### config.mk
export PLATFORM = sky130hd
export DESIGN_NAME = dec_stage_vr
export DESIGN_NICKNAME = d
export VERILOG_FILES = /design/src/rtl/dec_pkg.sv /design/src/rtl/dec_regfile.sv /design/src/rtl/dec_stage_vr.sv
export SDC_FILE = /design/constraint.sdc
export NUM_CORES = 1
export LEC_CHECK = 0
export BUFFER_PORTS_ARGS = -buffer_cell sky130_fd_sc_hd__buf_2
export CAP_MARGIN = 10
export CORE_MARGIN = 2
export CORE_UTILIZATION = 55
export CTS_CLUSTER_DIAMETER = 30
export CTS_CLUSTER_SIZE = 30
export DETAILED_ROUTE_END_ITERATION = 7
export HOLD_SLACK_MARGIN = 0.05
export PLACE_DENSITY = 0.74
export SKIP_CTS_REPAIR_TIMING = 1
export SYNTH_ARGS = -nofsm -noshare
export SYNTH_HDL_FRONTEND = slang
export SYNTH_HIERARCHICAL = 1
export SYNTH_SLANG_ARGS = --single-unit
### constraint.sdc
create_clock -name clk_i -period 21.5 [get_ports clk_i]
set_input_delay 1.075 -clock clk_i [delete_from_list [all_inputs] [get_ports clk_i]]
set_output_delay 1.075 -clock clk_i [all_outputs]
set_load 0.1 [all_outputs]
### src/rtl/dec_pkg.sv
// -----------------------------------------------------------------------------
// dec_pkg
// Shared definitions for the dec_stage_vr decode stage:
//   - funct4 opcode constants and the vector-class bit
//   - bit positions of the fixed 16-bit instruction fields
//   - dec_bundle_t, the width-independent control part of the D/E payload
// -----------------------------------------------------------------------------
package dec_pkg;

    // Instruction layout: [15:12] funct4, [11:8] rd, [7:4] rs, [3:0] rt
    localparam int FIELD_W = 4;
    localparam int F4_LSB  = 12;
    localparam int RD_LSB  = 8;
    localparam int RS_LSB  = 4;
    localparam int RT_LSB  = 0;
    localparam int VEC_BIT = F4_LSB + 3;   // funct4[3] marks the vector class

    localparam logic [3:0] OP_NOP   = 4'h0;
    localparam logic [3:0] OP_LOAD  = 4'h2;
    localparam logic [3:0] OP_STORE = 4'h3;

    // Control half of the D/E register. The operand data is sized by the
    // top-level parameters and is therefore held alongside, not in here.
    typedef struct packed {
        logic               valid;
        logic [FIELD_W-1:0] funct4;
        logic               is_vec;
        logic [FIELD_W-1:0] rd;
    } dec_bundle_t;

    // A bubble is an all-zero bundle; OP_NOP is 0 so this is also the reset value.
    localparam dec_bundle_t DEC_BUBBLE = '{
        valid:  1'b0,
        funct4: OP_NOP,
        is_vec: 1'b0,
        rd:     '0
    };

    function automatic logic is_vec_op(input logic [FIELD_W-1:0] funct4);
        return funct4[3];
    endfunction

endpackage

### src/rtl/dec_regfile.sv
// -----------------------------------------------------------------------------
// dec_regfile
// 1-write / 2-read register file with write-through bypass and async reset.
// Parameters:
//   ADDR     address bits (2**ADDR entries)
//   DATA     entry width
//   ZERO_R0  1 = entry 0 reads as zero and ignores writes
// Ports:
//   clk_i, rst_i        clock (rising edge), async active-high reset
//   we_i, wa_i, wd_i    write port
//   ra_a_i, ra_b_i      read addresses
//   rd_a_o, rd_b_o      read data (combinational, includes bypass)
// -----------------------------------------------------------------------------
module dec_regfile #(
    parameter int ADDR    = 4,
    parameter int DATA    = 16,
    parameter bit ZERO_R0 = 1'b1
) (
    input  logic            clk_i,
    input  logic            rst_i,
    input  logic            we_i,
    input  logic [ADDR-1:0] wa_i,
    input  logic [DATA-1:0] wd_i,
    input  logic [ADDR-1:0] ra_a_i,
    input  logic [ADDR-1:0] ra_b_i,
    output logic [DATA-1:0] rd_a_o,
    output logic [DATA-1:0] rd_b_o
);

    localparam int DEPTH = 2 ** ADDR;

    logic [DATA-1:0] r_mem [DEPTH];
    logic            w_we;

    // A write aimed at a hardwired-zero entry is dropped entirely, so it can
    // neither update storage nor be bypassed.
    assign w_we = we_i & ~(ZERO_R0 && (wa_i == '0));

    // NOTE: the whole array is cleared on reset because the pipeline relies on
    // every register reading 0 afterwards; this forces flops rather than RAM.
    always_ff @(posedge clk_i or posedge rst_i) begin
        if (rst_i) begin
            for (int i = 0; i < DEPTH; i++) begin
                // NOTE: sequential state is always assigned with <= so that all
                // flops sample the pre-edge values regardless of statement order.
                r_mem[i] <= '0;
            end
        end else if (w_we) begin
            r_mem[wa_i] <= wd_i;
        end
    end

    assign rd_a_o = (ZERO_R0 && (ra_a_i == '0)) ? '0 :
                    (w_we && (wa_i == ra_a_i))  ? wd_i : r_mem[ra_a_i];
    assign rd_b_o = (ZERO_R0 && (ra_b_i == '0)) ? '0 :
                    (w_we && (wa_i == ra_b_i))  ? wd_i : r_mem[ra_b_i];

endmodule

### src/rtl/dec_stage_vr.sv
// -----------------------------------------------------------------------------
// dec_stage_vr
// Decode stage: scalar and vector register files with write-through bypass,
// load-use hazard detection and the D/E pipeline register (stall / flush).
// Ports:
//   clk_i, rst_i                  clock (rising edge), async active-high reset
//   valid_i, instr_i, next_pc_i   instruction from fetch
//   stall_i, flush_i              D/E hold / bubble-insert controls
//   we_s_i, wa_s_i, wd_s_i        scalar write-back port
//   we_v_i, wa_v_i, wd_v_i        vector write-back port
//   hazard_o                      load-use hazard, fetch must hold (comb.)
//   valid_o, next_pc_o, funct4_o,
//   is_vec_o, rd_o                registered decoded control
//   rs_o, rt_o, vs_o, vt_o        registered scalar / vector operands
// -----------------------------------------------------------------------------
module dec_stage_vr
    import dec_pkg::*;
#(
    parameter int INST_SIZE = 16,
    parameter int ADDR_SIZE = 16,
    parameter int RADDR     = 4,
    parameter int RDATA     = 16,
    parameter int VADDR     = 2,
    parameter int VDATA     = 64
) (
    input  logic                 clk_i,
    input  logic                 rst_i,
    input  logic                 valid_i,
    input  logic [INST_SIZE-1:0] instr_i,
    input  logic [ADDR_SIZE-1:0] next_pc_i,
    input  logic                 stall_i,
    input  logic                 flush_i,
    input  logic                 we_s_i,
    input  logic [RADDR-1:0]     wa_s_i,
    input  logic [RDATA-1:0]     wd_s_i,
    input  logic                 we_v_i,
    input  logic [VADDR-1:0]     wa_v_i,
    input  logic [VDATA-1:0]     wd_v_i,
    output logic                 hazard_o,
    output logic                 valid_o,
    output logic [ADDR_SIZE-1:0] next_pc_o,
    output logic [3:0]           funct4_o,
    output logic                 is_vec_o,
    output logic [RADDR-1:0]     rd_o,
    output logic [RDATA-1:0]     rs_o,
    output logic [RDATA-1:0]     rt_o,
    output logic [VDATA-1:0]     vs_o,
    output logic [VDATA-1:0]     vt_o
);

    // ---------------------------------------------------------------- fields
    logic [FIELD_W-1:0] w_funct4;
    logic [FIELD_W-1:0] w_rd_field;
    logic [FIELD_W-1:0] w_rs_field;
    logic [FIELD_W-1:0] w_rt_field;
    logic [RADDR-1:0]   w_rs_sa;
    logic [RADDR-1:0]   w_rt_sa;
    logic [VADDR-1:0]   w_rs_va;
    logic [VADDR-1:0]   w_rt_va;

    assign w_funct4   = instr_i[F4_LSB +: FIELD_W];
    assign w_rd_field = instr_i[RD_LSB +: FIELD_W];
    assign w_rs_field = instr_i[RS_LSB +: FIELD_W];
    assign w_rt_field = instr_i[RT_LSB +: FIELD_W];
    assign w_rs_sa    = w_rs_field[RADDR-1:0];
    assign w_rt_sa    = w_rt_field[RADDR-1:0];
    assign w_rs_va    = w_rs_field[VADDR-1:0];
    assign w_rt_va    = w_rt_field[VADDR-1:0];

    // -------------------------------------------------------- register files
    logic [RDATA-1:0] w_rs_data;
    logic [RDATA-1:0] w_rt_data;
    logic [VDATA-1:0] w_vs_data;
    logic [VDATA-1:0] w_vt_data;

    dec_regfile #(
        .ADDR    (RADDR),
        .DATA    (RDATA),
        .ZERO_R0 (1'b1)
    ) u_sreg (
        .clk_i  (clk_i),
        .rst_i  (rst_i),
        .we_i   (we_s_i),
        .wa_i   (wa_s_i),
        .wd_i   (wd_s_i),
        .ra_a_i (w_rs_sa),
        .ra_b_i (w_rt_sa),
        .rd_a_o (w_rs_data),
        .rd_b_o (w_rt_data)
    );

    dec_regfile #(
        .ADDR    (VADDR),
        .DATA    (VDATA),
        .ZERO_R0 (1'b0)
    ) u_vreg (
        .clk_i  (clk_i),
        .rst_i  (rst_i),
        .we_i   (we_v_i),
        .wa_i   (wa_v_i),
        .wd_i   (wd_v_i),
        .ra_a_i (w_rs_va),
        .ra_b_i (w_rt_va),
        .rd_a_o (w_vs_data),
        .rd_b_o (w_vt_data)
    );

    // ------------------------------------------------------------ D/E state
    dec_bundle_t          r_ctrl;
    logic [ADDR_SIZE-1:0] r_next_pc;
    logic [RDATA-1:0]     r_rs;
    logic [RDATA-1:0]     r_rt;
    logic [VDATA-1:0]     r_vs;
    logic [VDATA-1:0]     r_vt;

    // ---------------------------------------------------------------- hazard
    // A load in E whose destination is read by the scalar instruction in D
    // cannot be satisfied by bypass (data arrives only at WB), so D must wait.
    logic [RADDR-1:0] w_rd_e;
    logic             w_hazard;

    assign w_rd_e   = r_ctrl.rd[RADDR-1:0];
    assign w_hazard = valid_i & r_ctrl.valid & (r_ctrl.funct4 == OP_LOAD)
                    & ~instr_i[VEC_BIT] & (w_rd_e != '0)
                    & ((w_rd_e == w_rs_sa) | (w_rd_e == w_rt_sa));

    // ------------------------------------------------------ update selection
    logic w_load;
    logic w_bubble;

    always_comb begin
        // NOTE: defaults come first so every path assigns every signal;
        // a missing assignment on any branch would infer a latch.
        w_load   = 1'b0;
        w_bubble = 1'b0;
        if (flush_i) begin
            w_bubble = 1'b1;
        end else if (stall_i) begin
            w_bubble = 1'b0;                  // hold everything
        end else if (w_hazard || !valid_i) begin
            w_bubble = 1'b1;
        end else begin
            w_load = 1'b1;
        end
    end

    // Write-back during a stall updates the files but not the held operands;
    // the execute stage forwards from WB on its own.
    always_ff @(posedge clk_i or posedge rst_i) begin
        if (rst_i) begin
            r_ctrl    <= DEC_BUBBLE;
            r_next_pc <= '0;
            r_rs      <= '0;
            r_rt      <= '0;
            r_vs      <= '0;
            r_vt      <= '0;
        end else if (w_bubble) begin
            r_ctrl    <= DEC_BUBBLE;
            r_next_pc <= '0;
            r_rs      <= '0;
            r_rt      <= '0;
            r_vs      <= '0;
            r_vt      <= '0;
        end else if (w_load) begin
            r_ctrl.valid  <= 1'b1;
            r_ctrl.funct4 <= w_funct4;
            r_ctrl.is_vec <= is_vec_op(w_funct4);
            r_ctrl.rd     <= w_rd_field;
            r_next_pc     <= next_pc_i;
            r_rs          <= w_rs_data;
            r_rt          <= w_rt_data;
            r_vs          <= w_vs_data;
            r_vt          <= w_vt_data;
        end
    end

    // --------------------------------------------------------------- outputs
    assign hazard_o  = w_hazard;
    assign valid_o   = r_ctrl.valid;
    assign next_pc_o = r_next_pc;
    assign funct4_o  = r_ctrl.funct4;
    assign is_vec_o  = r_ctrl.is_vec;
    assign rd_o      = w_rd_e;
    assign rs_o      = r_rs;
    assign rt_o      = r_rt;
    assign vs_o      = r_vs;
    assign vt_o      = r_vt;

endmodule

### Word level (Yosys, flattened, before mapping)

Index checks and enable logic that the tools add are counted.
W data, S select, Z words.

* bitwise operators: 15
* multiplexer cells: 42
* reduce and logical (&&, ||, !) cells: 13
* order comparisons: 8
* equal/unequal tests: 7

Operators with widths (number)
* $mux W64: 11
* $bwmux W256: 2
* $bmux W64 S2: 2
* $mux W16: 15
* $bmux W16 S4: 2
* $demux W64 S2: 1
* $demux W16 S4: 1
* $mux W10: 2
* $eq A4 B4 Y1: 4
* $ge A5 B5 Y1 const B: 3
* $not A4 Y5: 3
* $logic_not A4 Y1: 3
* $ge A3 B3 Y1 const B: 3
* $not A2 Y3: 3
* $and A1 B1 Y1: 6
* $logic_and A1 B1 Y1: 6
* $mux W1: 6
* $lt A5 B1 Y1 const B: 1
* $eq A2 B2 Y1: 2
* $eq A4 B2 Y1 const B: 1
* $reduce_bool A4 Y1: 1
* $lt A3 B1 Y1 const B: 1
* $not A1 Y1: 2
* $reduce_bool A2 Y1: 1
* 3 further kinds: 3

* register bits after elaboration: 698
* input bits: 125
* output and inout bits: 187

### Longest topological paths before layout

* depth after elaboration: 11
* gate-level depth with buffers: 10

### Modules after synthesis

Netlist, hierarchy kept.

Modules (own cells, without submodules)
* dec_regfile (u_vreg): cells each 849, area an instance 14460.1 um^2, instances 1, seq. area each 6406.1 um^2
* dec_regfile (u_sreg): cells each 1052, area an instance 14149.8 um^2, instances 1, seq. area each 6406.1 um^2
* dec_stage_vr: cells each 819, area an instance 7358.3 um^2, instances 1, seq. area each 4629.4 um^2

### Worst setup path after synthesis

OpenSTA, ideal clock, no wires.

* path kind: input to output
* start point: in valid_i
* end point: out hazard_o
* slack: 17.996 ns
* stages: 5
* buffers on the path: 2
* data arrival time: 2.429 ns
* cells stage by stage: nand4b_1 > or4_1 > a211oi_2 > buf_6 > buf_4

* word-level cells in the longest chain between the ends: 5

RTL lines
* from (decl): RTL line dec_stage_vr.sv:28 `input logic valid_i,`
* $and A1 B1 Y1 (2 in a row): RTL line dec_stage_vr.sv:123 `assign w_hazard = valid_i & r_ctrl.valid & (r_ctrl.funct4 == OP_LOAD)`
* $and A1 B1 Y1 (2 in a row): RTL line dec_stage_vr.sv:124 `& ~instr_i[VEC_BIT] & (w_rd_e != '0)`
* $and A1 B1 Y1: RTL line dec_stage_vr.sv:125 `& ((w_rd_e == w_rs_sa) | (w_rd_e == w_rt_sa));`
* to (decl): RTL line dec_stage_vr.sv:39 `output logic hazard_o,`

Every way passes these cells.

### Worst setup path after layout

* start point: in instr_i[4]
* end point: out hazard_o

* word-level cells in the longest chain between the ends: 3

RTL lines
* from (decl): RTL line dec_stage_vr.sv:29 `input logic [INST_SIZE-1:0] instr_i,`
* $eq A4 B4 Y1: RTL line dec_stage_vr.sv:125
* $or A1 B1 Y1: RTL line dec_stage_vr.sv:125
* $and A1 B1 Y1: RTL line dec_stage_vr.sv:125

Every way passes these cells.

==> results by group <==
Critical path
  – Reg2Reg Capture Point: vs_o[58]
  – Worst path slowest cell: buf_4
  – Kind of critical path: in2out
  – R2R cell count: 6
  – Maximum fanout along the worst path: 62
  – Largest stage delay on the critical path: 0.70 ns
  – Crit start category: primary input
  – CP most frequent cell: buf_4
  – Worst EP arrival: 4.00 ns
  – Crit path required time: slightly above 20 ns
  – CP endpoint kind: primary output
  – Reg2reg setup slack: 18.46 ns
  – Critical Path, Cell by Cell: buf_6 -> buf_4 -> xnor2_1 -> nand4_1 -> a211oi_4 -> buf_4 -> buf_2
  – Reg2reg start: funct4_o[0]

Yosys
  – Synth Instances: 2720
  – Seq/Total Area, Yosys: 48.5%
  – Yosys reg bits: 697
  – Top-area cell type share of the netlist area: approximately half
  – Yosys cell types: 48
  – Post-synth top cells: 697 x dfrtp_1, 477 x mux2_2, 369 x nand2_1
  – Syn_nets: approximately 2800
  – Async set-reset flop share out of synthesis: 100%
  – Avg Inst Size Synth: 13.2 um2
  – Synth warnings: 6
  – Post-synth EDFFs: 0
  – Mapped Area: around 36000 um2
  – Cell taking the most area after synthesis: dfrtp_1
  – Most common cell in the netlist: dfrtp_1
  – Top_reg_cell synth: dfrtp_1
  – Top post-synthesis cells by area: dfrtp_1 48%, mux2_2 15%, mux4_2 12%, nand2_1 3.9%, mux2i_1 3.6%

Final layout
  – Synth-to-layout area growth: 17.6%
  – Ratio of cells with drive above 1 in the final layout: 43.7%
  – # fillers: between 4000 and 5000
  – # nets final: about 3000
  – Utilization after layout: 65.5%

Clock tree
  – Inserted Clock Buffers: 139
  – CTS tree: yes
  – CTS root buffer: clkbuf_16
  – Clk buf depth: 3
  – Worst-skew pair later-pin latency: just over 0.7 ns
  – Clock transition at path regs: 0.05 ns
  – Clock sinks: 697
  – H-tree depth: 4

Timing
  – Worst-margin pin slew: 1.26 ns
  – Slew Viols, Final: 0
  – Max Clock Skew: 0.0451 ns
  – Slew headroom: 16.0%
  – Unrepaired setup endpoints after global routing: false
  – Final worst slack: 16.43 ns
  – Count of final setup violators: 0
  – Final TNS setup: 0 ns
  – Final Hold Fails: 0
  – Final worst path period share: about a quarter
  – Achievable Freq: 0.197 GHz
  – Minimum clock period: slightly above 5 ns

Routing
  – DR vias: around 25000
  – Met3 routed WL: 7990 um
  – Final ANT Viol Nets: 0
  – Via/cell ratio: 6.40
  – Total routed wirelength: between 100000 and 150000 um
  – Met2 wire length: around 49000 um
  – DR top layer: met5
  – Initial DRC count: 2259
  – Routed WL per cell: 25.6 um
  – Number of remaining DRC errors: 0
  – Wl on met1: 39400 um
  – Pre-antenna DRT Iters: 5

Power
  – Maximum VDD drop: 0.0758 mV
  – PnR Total Power: 4.72 mW
  – Static Leak: 18.7 nW
  – Pwr/cell area: 112 nW/um2

Placed design
  – Routability cong.: 0.826
  – Dpl ws: 16.43 ns
  – IO Port Bufs: 311
  – Post-DP HPWL: 60700 um

Hold path
  – Worst hold path depth: 0
  – Hold Crit Class: reg2reg
  – Hold_sp: u_sreg/r_mem[247]
  – WHS Endpoint: u_sreg/r_mem[247]

Floorplanning
  – Num ports: 312
  – Rows: 93
  – Die width: 260 um
  – Die height: approximately 260 um
  – Starting Density: 55.7%
  – Core Region: 64600 um2
  – Die Area: 67500 um2

Global route
  – Vias in the first global route: 26719
  – Overall Global Routing Usage: 30.3%
  – Largest net degree at the start of global routing: 130
  – First-pass GRT wire length: 156000 um
  – Initial antenna violation count: 9
  – Total global routing overflow: 0

Flow run
  – Max-Cap Viols: 0

Run status
  – Status: complete, no violations
stage by stage:
step | std cells | hold slack, ns | area, um2
floorplan | 2720 | 0.449 | 36000
global placement | 3673 | 0.384 | 37600
detailed placement | 3673 | 0.388 | 37600
CTS | 3926 | 0.400 | 42300
global route | 3931 | 0.409 | 42300
finish | 3934 | 0.398 | 42300
layout by cell type, fill, tap and decap left out, drive strengths merged, types with 11 or more instances in the layout:
cell,instances
nand3,34
dfrtp,697
mux2i,128
xnor2,20
o31ai,32
nand2,369
mux2,626
clkinv,37
bufinv,11
o22ai,64
buf,355
a31oi,30
o21ai,184
mux4,192
clkinvlp,13
clkbuf,178
a211oi,33
inv,17
cell families (layout without fill, tap and decap cells):
group                     after synthesis  in the layout  share of synthesized area, %
xor gates and xnor gates               20             20                         0.529
AOI/OAI and AO/OA                     347            347                          5.66
DFF                                   697            697                          48.5
other                                   0              8                             0
and+or+nand+nor                       450            450                          5.28
muxes                                 946            946                          35.9
buffers and inverters                 260            611                          4.13
cell type report:
cell class | count | area [um2] | share of cell area [%]
clock inverters | 75 | 861 | 2.03
clock buffers | 178 | 3860 | 9.12
inverters | 3 | 33.8 | 0.0799
diodes | 8 | 20.0 | 0.0473
multi-input cells | 1763 | 17100 | 40.4
repair buffers | 355 | 1910 | 4.52
flip-flops and latches | 697 | 17400 | 41.2
well taps | 855 | 1070 | 2.53
critical path, delay by kind of cell:
family / cells / cell delay, ns
simple gates: 1 / 0.17
compound gates: 1 / 0.26
xor+xnor: 1 / 0.19
buf+inv: 4 / 2.20
state kept, by name, indices dropped and copies added, names as in the netlist:
signal and flops:
funct4_o 4, u_sreg/r_mem 256, valid_o 1, rd_o 4, u_vreg/r_mem 256, rs_o 16
vs_o 64, next_pc_o 16, vt_o 64, rt_o 16
per-layer routing:
layer | up-vias | track usage (%)
met4 | 8 | 14.5
met3 | 254 | 7.60
met5 | - | 0
met2 | 1210 | 49.3
met1 | 13161 | 38.1
li1 | 10556 | -
report_power, final:
group	internal (mW)	total, mW	switching (mW)
Sequential	1.54	1.70	0.166
Combinational	0.423	0.882	0.459
Clock	1.41	2.14	0.728
how the worst max path moves through the flow:
stage               start         endpoint  cells after the start  slack, ns
2_1_floorplan       rst_i  u_sreg/r_mem[0]                      1      13.38
3_3_place_gp   instr_i[4]         hazard_o                      7      16.47
3_5_place_dp   instr_i[4]         hazard_o                      7      16.43
4_1_cts        instr_i[4]         hazard_o                      7      16.42
5_1_grt        instr_i[4]         hazard_o                      7      16.30
6_report       instr_i[4]         hazard_o                      7      16.43
Note: power is estimated with default switching activity, not from simulation.
